File: config.mk
export PLATFORM = sky130hd
export DESIGN_NAME = anubis_qbox_sched_flat
export DESIGN_NICKNAME = d
export VERILOG_FILES = /design/src/rtl/anubis_qbox_sched_pkg.sv /design/src/rtl/anubis_qbox_sched_if.sv /design/src/rtl/anubis_q_minibox.sv /design/src/rtl/anubis_rr_arb2.sv /design/src/rtl/anubis_qbox_sched.sv /design/src/flat_wrapper.sv
export SDC_FILE = /design/constraint.sdc
export NUM_CORES = 1
export LEC_CHECK = 0
export ABC_AREA = 1
export CAP_MARGIN = 30
export CORE_MARGIN = 1.5
export CORE_UTILIZATION = 40
export DETAILED_ROUTE_END_ITERATION = 8
export PLACE_DENSITY = 0.82
export SYNTH_ARGS = -nofsm -noshare
export SYNTH_HDL_FRONTEND = slang
export SYNTH_HIERARCHICAL = 1
export SYNTH_SLANG_ARGS = --single-unit
export TNS_END_PERCENT = 5
File: constraint.sdc
create_clock -name clk -period 2.1 [get_ports clk]
set_input_delay 0.21 -clock clk [delete_from_list [all_inputs] [get_ports clk]]
set_output_delay 0.21 -clock clk [all_outputs]
set_load 0.01 [all_outputs]
File: src/rtl/anubis_qbox_sched_pkg.sv
// Shared constants for the nibble-serial Q mini-box scheduler: FSM states,
// requester ids and the Q reference table.
package anubis_qbox_sched_pkg;

    typedef enum logic [1:0] {
        ST_IDLE = 2'd0,
        ST_SUB  = 2'd1,
        ST_DONE = 2'd2
    } state_t;

    localparam logic REQ_ID0 = 1'b0;
    localparam logic REQ_ID1 = 1'b1;

    // Q mini-box involution, entry n holds Q(n); listed from index 15 down to 0.
    localparam logic [15:0][3:0] Q_TABLE = {
        4'h8, 4'h1, 4'hB, 4'h7, 4'hD, 4'h4, 4'h0, 4'hF,
        4'hC, 4'h3, 4'h2, 4'hA, 4'h6, 4'h5, 4'hE, 4'h9
    };

endpackage

File: src/rtl/anubis_qbox_sched_if.sv
// Handshake bundle between the two requesters, the result consumer and the
// Q mini-box scheduler.
interface anubis_qbox_sched_if #(
    parameter int unsigned WIDTH = 32
);
    logic             req0_valid;
    logic             req0_ready;
    logic [WIDTH-1:0] req0_data;
    logic             req1_valid;
    logic             req1_ready;
    logic [WIDTH-1:0] req1_data;
    logic             out_valid;
    logic             out_ready;
    logic [WIDTH-1:0] out_data;
    logic             out_id;
    logic             busy;
    logic             err;

    modport master (
        output req0_valid, req0_data, req1_valid, req1_data, out_ready,
        input  req0_ready, req1_ready, out_valid, out_data, out_id, busy, err
    );

    modport slave (
        input  req0_valid, req0_data, req1_valid, req1_data, out_ready,
        output req0_ready, req1_ready, out_valid, out_data, out_id, busy, err
    );
endinterface

File: src/rtl/anubis_q_minibox.sv
// 4-bit Q mini-box of the Anubis S-box (an involution).
module anubis_q_minibox (
    input  logic [3:0] nib,
    output logic [3:0] q
);
    always_comb begin
        q = '0;
        case (nib)
            4'h0: q = 4'h9;
            4'h1: q = 4'hE;
            4'h2: q = 4'h5;
            4'h3: q = 4'h6;
            4'h4: q = 4'hA;
            4'h5: q = 4'h2;
            4'h6: q = 4'h3;
            4'h7: q = 4'hC;
            4'h8: q = 4'hF;
            4'h9: q = 4'h0;
            4'hA: q = 4'h4;
            4'hB: q = 4'hD;
            4'hC: q = 4'h7;
            4'hD: q = 4'hB;
            4'hE: q = 4'h1;
            4'hF: q = 4'h8;
            default: q = '0;
        endcase
    end
endmodule

File: src/rtl/anubis_rr_arb2.sv
// Two-way round-robin arbiter; on a tie the requester that did not win last
// time is granted. last_grant resets to requester 1 so requester 0 wins first.
module anubis_rr_arb2
    import anubis_qbox_sched_pkg::*;
(
    input  logic clk,
    input  logic rst_n,
    input  logic enable,
    input  logic valid0,
    input  logic valid1,
    output logic grant0,
    output logic grant1
);
    logic last_grant;

    always_comb begin
        grant0 = 1'b0;
        grant1 = 1'b0;
        if (enable) begin
            if (valid0 && valid1) begin
                grant0 = (last_grant == REQ_ID1);
                grant1 = (last_grant == REQ_ID0);
            end else begin
                grant0 = valid0;
                grant1 = valid1;
            end
        end
    end

    always_ff @(posedge clk or negedge rst_n) begin
        if (!rst_n) begin
            last_grant <= REQ_ID1;
        end else if (grant0 || grant1) begin
            last_grant <= grant1 ? REQ_ID1 : REQ_ID0;
        end
    end
endmodule

File: src/rtl/anubis_qbox_sched.sv
// Shares one Q mini-box between the round datapath and key schedule, one nibble
// per cycle. Define ANUBIS_QSCHED_CHECK_EN to add a second box as a self-check.
module anubis_qbox_sched
    import anubis_qbox_sched_pkg::*;
#(
    parameter int unsigned WIDTH = 32
) (
    input  logic                clk,
    input  logic                rst_n,
    anubis_qbox_sched_if.slave  bus
);
    localparam int unsigned NIB = WIDTH / 4;
    localparam int unsigned CW  = (NIB > 1) ? $clog2(NIB) : 1;
    localparam logic [CW-1:0] CNT_LAST = CW'(NIB - 1);

    state_t           state, state_nx;
    logic [WIDTH-1:0] sh;
    logic [CW-1:0]    cnt;
    logic             id_q;
    logic [3:0]       q_out;
    logic             grant0, grant1;
    logic             accept;

    anubis_rr_arb2 u_arb (
        .clk    (clk),
        .rst_n  (rst_n),
        .enable (state == ST_IDLE),
        .valid0 (bus.req0_valid),
        .valid1 (bus.req1_valid),
        .grant0 (grant0),
        .grant1 (grant1)
    );

    anubis_q_minibox u_q (
        .nib (sh[3:0]),
        .q   (q_out)
    );

    // Ready equals grant, so any grant in IDLE is an accepted word.
    assign accept = grant0 || grant1;

    always_comb begin
        state_nx       = state;
        bus.req0_ready = 1'b0;
        bus.req1_ready = 1'b0;
        case (state)
            ST_IDLE: begin
                bus.req0_ready = grant0;
                bus.req1_ready = grant1;
                if (accept) state_nx = ST_SUB;
            end
            ST_SUB:  if (cnt == CNT_LAST) state_nx = ST_DONE;
            ST_DONE: if (bus.out_ready) state_nx = ST_IDLE;
            default: state_nx = ST_IDLE;
        endcase
    end

    always_ff @(posedge clk or negedge rst_n) begin
        if (!rst_n) begin
            state <= ST_IDLE;
            sh    <= '0;
            cnt   <= '0;
            id_q  <= REQ_ID0;
        end else begin
            state <= state_nx;
            case (state)
                ST_IDLE: if (accept) begin
                    sh   <= grant1 ? bus.req1_data : bus.req0_data;
                    id_q <= grant1 ? REQ_ID1 : REQ_ID0;
                    cnt  <= '0;
                end
                ST_SUB: begin
                    // Substituted nibble re-enters at the top; after NIB shifts it is home.
                    sh  <= {q_out, sh[WIDTH-1:4]};
                    cnt <= (cnt == CNT_LAST) ? '0 : cnt + 1'b1;
                end
                default: ;
            endcase
        end
    end

    assign bus.out_valid = (state == ST_DONE);
    assign bus.out_data  = sh;
    assign bus.out_id    = id_q;
    assign bus.busy      = (state != ST_IDLE);

`ifdef ANUBIS_QSCHED_CHECK_EN
    logic [3:0] q_chk;
    logic       err_q;

    anubis_q_minibox u_q_chk (
        .nib (q_out),
        .q   (q_chk)
    );

    always_ff @(posedge clk or negedge rst_n) begin
        if (!rst_n) begin
            err_q <= 1'b0;
        end else if (state == ST_SUB && q_chk != sh[3:0]) begin
            err_q <= 1'b1;
        end
    end

    assign bus.err = err_q;
`else
    assign bus.err = 1'b0;
`endif
endmodule

File: src/flat_wrapper.sv
// flat-port wrapper written by rule: the top's interface ports become plain ports
module anubis_qbox_sched_flat import anubis_qbox_sched_pkg::*;
#(
    parameter int unsigned WIDTH = 32
)
  (clk, rst_n, bus_req0_valid, bus_req0_data, bus_req1_valid, bus_req1_data, bus_out_ready, bus_req0_ready, bus_req1_ready, bus_out_valid, bus_out_data, bus_out_id, bus_busy, bus_err);
  anubis_qbox_sched_if #(.WIDTH(WIDTH)) bus_i ();
  input  logic clk;
  input  logic rst_n;
  input wire logic [$bits(bus_i.req0_valid)-1:0] bus_req0_valid;
  input wire logic [$bits(bus_i.req0_data)-1:0] bus_req0_data;
  input wire logic [$bits(bus_i.req1_valid)-1:0] bus_req1_valid;
  input wire logic [$bits(bus_i.req1_data)-1:0] bus_req1_data;
  input wire logic [$bits(bus_i.out_ready)-1:0] bus_out_ready;
  output wire logic [$bits(bus_i.req0_ready)-1:0] bus_req0_ready;
  output wire logic [$bits(bus_i.req1_ready)-1:0] bus_req1_ready;
  output wire logic [$bits(bus_i.out_valid)-1:0] bus_out_valid;
  output wire logic [$bits(bus_i.out_data)-1:0] bus_out_data;
  output wire logic [$bits(bus_i.out_id)-1:0] bus_out_id;
  output wire logic [$bits(bus_i.busy)-1:0] bus_busy;
  output wire logic [$bits(bus_i.err)-1:0] bus_err;
  assign bus_i.req0_valid = bus_req0_valid;
  assign bus_i.req0_data = bus_req0_data;
  assign bus_i.req1_valid = bus_req1_valid;
  assign bus_i.req1_data = bus_req1_data;
  assign bus_i.out_ready = bus_out_ready;
  assign bus_req0_ready = bus_i.req0_ready;
  assign bus_req1_ready = bus_i.req1_ready;
  assign bus_out_valid = bus_i.out_valid;
  assign bus_out_data = bus_i.out_data;
  assign bus_out_id = bus_i.out_id;
  assign bus_busy = bus_i.busy;
  assign bus_err = bus_i.err;
  anubis_qbox_sched #(.WIDTH(WIDTH)) u_core (.clk(clk), .rst_n(rst_n), .bus(bus_i));
endmodule
==> results of run 1 <==
## cell usage after synthesis (2+ instances only)
library cell,instances
buf_2,7
buf_4,6
buf_6,6
clkbuf_1,2
dfrtp_1,38
ha_1,7
inv_1,28
inv_2,2
inv_4,3
nand2_1,219
nand2_2,12
nand2_4,3
nand3_1,55
nor2_1,5
## cells in the final DEF, fill, tap and decap left out
master and n:
nand3_1 55, clkbuf_8 6, buf_4 13, o21ai_1 1
clkinv_2 1, nor2_1 5, inv_4 3, clkdlybuf4s50_1 102
dfrtp_2 1, dfstp_2 1, a21oi_2 1, ha_1 7
conb_1 1, buf_2 1, o21ai_0 1, nor2_4 1
nand2_1 219, bufinv_16 1, dfrtp_1 37, dlymetal6s2s_1 2
nand2_2 12, inv_2 3, o22ai_1 1, inv_1 27
nand2_4 3
## flip-flops by register name, indices dropped and copies added (netlist names)
signal	cells
u_core/bus.out_data	32
u_core/cnt	3
u_core/state	2
u_core/bus.out_id	1
u_core/u_arb/last_grant	1
## per-layer routing
metal / vias up / part of all wire (%) / track usage [%]
met5: - / 0 / 0
met4: 0 / 1.4 / 6.41
met3: 10 / 6.8 / 6.63
met2: 89 / 49 / 38.1
met1: 1279 / 43 / 25.4
li1: 1422 / - / -
## per-stage QoR
step / std cells / power, mW / worst slack, ps / util (%) / area, um2
2_1_floorplan: 400 / 3.59 / 494 / - / 2610
6_report: 582 / 5.46 / 208 / 60.6 / 3820
3_5_place_dp: 568 / 4.73 / 135 / 57.8 / 3650
3_3_place_gp: 568 / 4.64 / 161 / 57.8 / 3650
4_1_cts: 578 / 5.43 / 9.12 / 60.0 / 3790
5_1_grt: 582 / 5.98 / 162 / 60.6 / 3820
## layout make-up
| class | instances | area [um2] | area share (%) |
|---|---|---|---|
| Clock buffer | 6 | 82.6 | 2.16 |
| Clock inverter | 2 | 35.0 | 0.916 |
| Inverter | 33 | 131 | 3.43 |
| Multi-Input combinational cell | 307 | 1350 | 35.4 |
| Sequential cell | 39 | 978 | 25.6 |
| Tap cell | 77 | 96.3 | 2.52 |
| Timing Repair Buffer | 118 | 1150 | 30.0 |
## final timing paths
path / startpoint / slack, ps / to / cells past startpoint
hold reg to reg: u_core/bus.out_id / 490 / u_core/bus.out_id / 2
max in group asynchronous: rst_n / 1460 / u_core/state[0] / 1
min in group clk: u_core/bus.out_id / 490 / u_core/bus.out_id / 2
hold / removal: rst_n / 30 / u_core/bus.out_data[5] / 1
setup / recovery: u_core/state[0] / 210 / bus_out_valid / 3
setup reg to reg: u_core/u_arb/last_grant / 280 / u_core/bus.out_data[27] / 11
## worst max-delay path, stage by stage, from the launching register on
cell and delay [ps]:
dfrtp_2 430, buf_4 160, nor2_1 220, clkdlybuf4s50_1 580
## cell families after synthesis
logic type | Yosys count | share of synthesized area [%]
compound gates | 4 | 0.814
fa+ha+maj | 7 | 3.35
buf+inv | 54 | 11.0
flops | 39 | 37.4
other cells | 1 | 0.144
simple gates | 295 | 47.3
## power by group through the flow
stage / clock (mW) / sequential [mW] / combinational [mW]
after global routing: 0.690 / 1.53 / 3.76
after CTS: 0.654 / 1.48 / 3.30
final: 0.644 / 1.47 / 3.35
after floorplan: 0 / 1.56 / 2.03
after detailed placement: 0 / 1.48 / 3.25
after global placement: 0 / 1.48 / 3.16
## repair_timing
item / CTS / global route
hold endpoints to repair: 0 / 0
pin swaps: 1 / 1
hold buffers: 0 / 0
buffers inserted: 2 / 4
setup endpoints to repair: 2 / 2
gates resized for setup: 2 / 3
==> flow_metrics.env, run 1 <==
export IMPL_setup_viol=0
export IMPL_avgViaCountPerCell=4.81
export IMPL_combPwrFrac_pct=61.3
export IMPL_netlist_instances=400
export IMPL_dieHeight_um=83.8
export IMPL_cts_made_buffers=5
export IMPL_detail_route_wl_per_cell_um=12.7
export IMPL_power_switching_share_pct=45.7
export IMPL_place_hpwl_um=5310
export IMPL_area_delta_synth_final_pct=46.4
export IMPL_required_ps=1890
export IMPL_net_switching_power_mw=2.50
export IMPL_maxSlewViolCount=0
export IMPL_portBuffers=105
export IMPL_vias=2800
export IMPL_layout_min_cycle_time_ps=1890
export IMPL_diodes=0
export IMPL_grt_max_degree=40
export IMPL_worst_slew_pin_slew_ps=875
export IMPL_fillerInstances=617
export IMPL_hold_path_class="in2async"
export IMPL_grt_usage_pct=21.7
export IMPL_initial_core_util_pct=41.4
export IMPL_coreArea_um2=6310
export IMPL_rsz0062_at_grt="no"
export IMPL_cp_max_fo=3
export IMPL_htreeDepth=2
export IMPL_async_flop_share_pct=100
export IMPL_ios=107
export IMPL_critPathCaptureType="primary output"
export IMPL_cts_root_buffer="clkbuf_8"
export IMPL_synthDistinctLibCells=21
export IMPL_worst_setup_path_start_kind="register"
export IMPL_max_freq_mhz=529
export IMPL_die_w_um=83.8
export IMPL_cts_tree="yes"
export IMPL_drc=0
export IMPL_finalCritPeriodShare_pct=90.1
export IMPL_postRouteAntennaNets=0
export IMPL_clkTransAtPathRegs_ps=80
export IMPL_seq_power_share_pct=26.9
export IMPL_synth_top_area_share_pct=36.4
export IMPL_ys_flop_type="dfrtp_1"
export IMPL_ys_seq_area_share_pct=37.4
export IMPL_fin_nets=580
export IMPL_crit_type="reg2out"
export IMPL_syn_area_per_cell_um2=6.53
export IMPL_fp_dieArea_um2=7020
export IMPL_drtIter0Drc=121
export IMPL_synth_seq_cells=39
export IMPL_powerDensity_nw_per_um2=1430
export IMPL_synthTopCellsByArea="dfrtp_1 36%, nand2_1 31%, nand3_1 11%"
export IMPL_synth_area_leader_cell="dfrtp_1"
export IMPL_syn_nets=476
export IMPL_vdd_drop_max_v=0.000841
export IMPL_grt_pass1_wl_um=12300
export IMPL_whs_ps=34.8
export IMPL_row_count=29
export IMPL_clk_latency_ps=290
export IMPL_cap_viol_max_count=0
export IMPL_status="complete, no violations"
export IMPL_grt_pass1_vias=2813
export IMPL_wirelength_um=7400
export IMPL_clkPwrFrac_pct=11.8
export IMPL_drtPass1Iterations=4
export IMPL_antenna_found_initial=0
export IMPL_p_int_mw=2.96
export IMPL_clockBufferDepth=2
export IMPL_max_slew_margin_rel_pct=41.7
export IMPL_fin_tns_setup_ps=0
export IMPL_grt_overflow=0
export IMPL_gp_congestion=0.824
export IMPL_cp_data_arrival_time_ps=1680
export IMPL_skew_ps=4.34
export IMPL_synth_edf_count=0
export IMPL_drive_above_1_share_pct=9.31
export IMPL_power_leakage_nw=2.05
export IMPL_netlist_area_um2=2610
export IMPL_cts_sinks=39
export IMPL_hold_viol=0
export IMPL_synth_warning_count=6
(Power assumes the default switching activity.)
==> run 2: changes to the inputs <==
- CAP_MARGIN: 30 -> 10
- CELL_PAD_IN_SITES_DETAIL_PLACEMENT: not set -> 1
- CELL_PAD_IN_SITES_GLOBAL_PLACEMENT: not set -> 1
- CORE_UTILIZATION: 40 -> 29
- PLACE_DENSITY: 0.82 -> 0.87
==> run 2 against run 1 <==
Core utilization down 17 points. Clock-buffer cell count is the same. Register-to-register slack improved by 90 ps. First-iteration DRC count down 13%. Clock power decreased by 2%. Via count decreased by 0.61%. Sequential share of layout area is 0.050 points higher. Final cell count up 4.6%.
==> flow_metrics.env, run 2 (synthesis results as in run 1) <==
export IMPL_reg2reg_from="u_core/state[0]"
export IMPL_cts_tree="yes"
export IMPL_row_count=34
export IMPL_drtIter0Drc=105
export IMPL_required_ps=1890
export IMPL_cts_root_buffer="clkbuf_8"
export IMPL_setup_viol=0
export IMPL_crit_path_start="u_core/state[0]"
export IMPL_clockBufferDepth=2
export IMPL_grt_overflow=0
export IMPL_clkTransAtPathRegs_ps=80
export IMPL_grt_usage_pct=17.4
export IMPL_clk_latency_ps=290
export IMPL_detail_route_wl_per_cell_um=13.5
export IMPL_max_freq_mhz=546
export IMPL_finalCritPeriodShare_pct=87.2
export IMPL_max_slew_margin_rel_pct=64.5
export IMPL_drc=0
export IMPL_cp_endpoint="bus_req1_ready"
export IMPL_skew_ps=11.4
export IMPL_total_power_mw=5.40
export IMPL_r2r_slack_ps=370
export IMPL_fp_dieArea_um2=9590
export IMPL_cap_viol_max_count=0
export IMPL_place_hpwl_um=6280
export IMPL_worst_path_dominant_cell_family="buffers and inverters"
export IMPL_layout_min_cycle_time_ps=1830
export IMPL_layout_common_cells="219 x nand2_1, 102 x clkdlybuf4s50_1, 55 x nand3_1, 37 x dfrtp_1, 27 x inv_1"
export IMPL_initial_core_util_pct=30.0
export IMPL_dpl_worst_slack_ps=149
export IMPL_max_stage_delay_ps=450
export IMPL_area_delta_synth_final_pct=46.1
export IMPL_rr_worst_depth=10
export IMPL_cp_max_fo=4
export IMPL_fin_tns_setup_ps=0
export IMPL_r2r_end="u_core/bus.out_data[29]"
export IMPL_die_w_um=97.9
export IMPL_powerDensity_nw_per_um2=1410
export IMPL_hold_viol=0
export IMPL_cp_data_arrival_time_ps=1620
export IMPL_cts_sinks=39
export IMPL_grt_pass1_wl_um=13600
export IMPL_stdcell_area_um2=3820
export IMPL_gp_congestion=0.757
export IMPL_power_leakage_nw=2.00
export IMPL_htreeDepth=2
export IMPL_cp_depth=8
export IMPL_drive_above_1_share_pct=7.98
export IMPL_crit_type="reg2out"
export IMPL_ios=107
export IMPL_fin_ws_ps=268
export IMPL_wirelength_um=8230
export IMPL_cts_made_buffers=5
export IMPL_slowest_stage="dfrtp_2"
export IMPL_avgViaCountPerCell=4.57
export IMPL_crit_top_cell="nand2_1"
export IMPL_status="complete, no violations"
export IMPL_fin_nets=576
export IMPL_drtPass1Iterations=4
export IMPL_hold_path_class="reg2reg"
export IMPL_portBuffers=105
export IMPL_antenna_found_initial=0
export IMPL_maxSlewViolCount=0
export IMPL_grt_max_degree=40
export IMPL_largest_register_ff_count=32
export IMPL_postRouteAntennaNets=0
export IMPL_coreArea_um2=8720
export IMPL_diodes=0
export IMPL_critPathCaptureType="primary output"
export IMPL_rsz0062_at_grt="no"
export IMPL_final_common_cell="nand2_1"
export IMPL_worst_slew_pin_slew_ps=532
export IMPL_cp_cell_sequence="nor2_4 -> nand2_1 -> inv_1 -> nand2_1 -> inv_2 -> nand2_1 -> inv_1 -> dlygate4sd2_1"
export IMPL_grt_pass1_vias=2833
export IMPL_vias=2783
export IMPL_cp_num_buf_inv=4
export IMPL_dieHeight_um=97.9
export IMPL_place_area_um2=3700
export IMPL_vdd_drop_max_v=0.000509
export IMPL_hold_start="u_core/bus.out_id"
export IMPL_worst_setup_path_start_kind="register"
==> run 2: layout make-up <==
class | instances | area, um2
fill | 1127 | 4900
multi-input combinational | 307 | 1350
timing repair buffer | 114 | 1110
sequential | 39 | 978
tap | 108 | 135
inverter | 33 | 131
clock buffer | 6 | 72.6
clock inverter | 2 | 37.5
==> run 2: layer usage <==
metal | up-vias | part of all wire (%) | GRT usage, %
met3 | 2 | 5.3 | 3.58
met1 | 1295 | 43 | 20.4
met4 | 0 | 0.18 | 2.97
met2 | 72 | 52 | 32.9
li1 | 1414 | - | -
met5 | - | 0 | 0
==> run 2: how the worst min path moves through the flow <==
| stage | end | slack, ps | cells past startpoint |
|---|---|---|---|
| 6_report | u_core/bus.out_id | 480 | 2 |
| 5_1_grt | u_core/bus.out_id | 520 | 2 |
| 4_1_cts | u_core/u_arb/last_grant | 490 | 2 |
| 3_5_place_dp | u_core/bus.out_data[30] | 310 | 2 |
| 3_3_place_gp | u_core/bus.out_data[30] | 310 | 2 |
| 2_1_floorplan | u_core/bus.out_data[0] | -90 | 0 |
==> run 2: metrics by stage <==
step                utilization, %  std cells  hold WS, ps
detailed placement            42.4        600          308
floorplan                        -        400        -85.6
finish                        43.8        609          480
global route                  43.8        609          525
global placement              42.4        600          314
CTS                           43.8        609          490
==> run 2: power breakdown <==
part,internal (mW),switching (mW)
Sequential,1.13,0.363
Combinational,1.39,1.89
Clock,0.355,0.278
Total,2.87,2.53
==> run 2: repair_timing <==
action,in CTS,in global routing
setup endpoints to repair,2,0
hold buffers,1,0
resized for setup,4,0
endpoints found under the hold margin,20,0
setup buffers,0,0
==> run 2: worst min-delay path: stages, from the launching register on <==
cell     delay (ps)
dfrtp_1         350
nand2_1          50
nand2_1          50
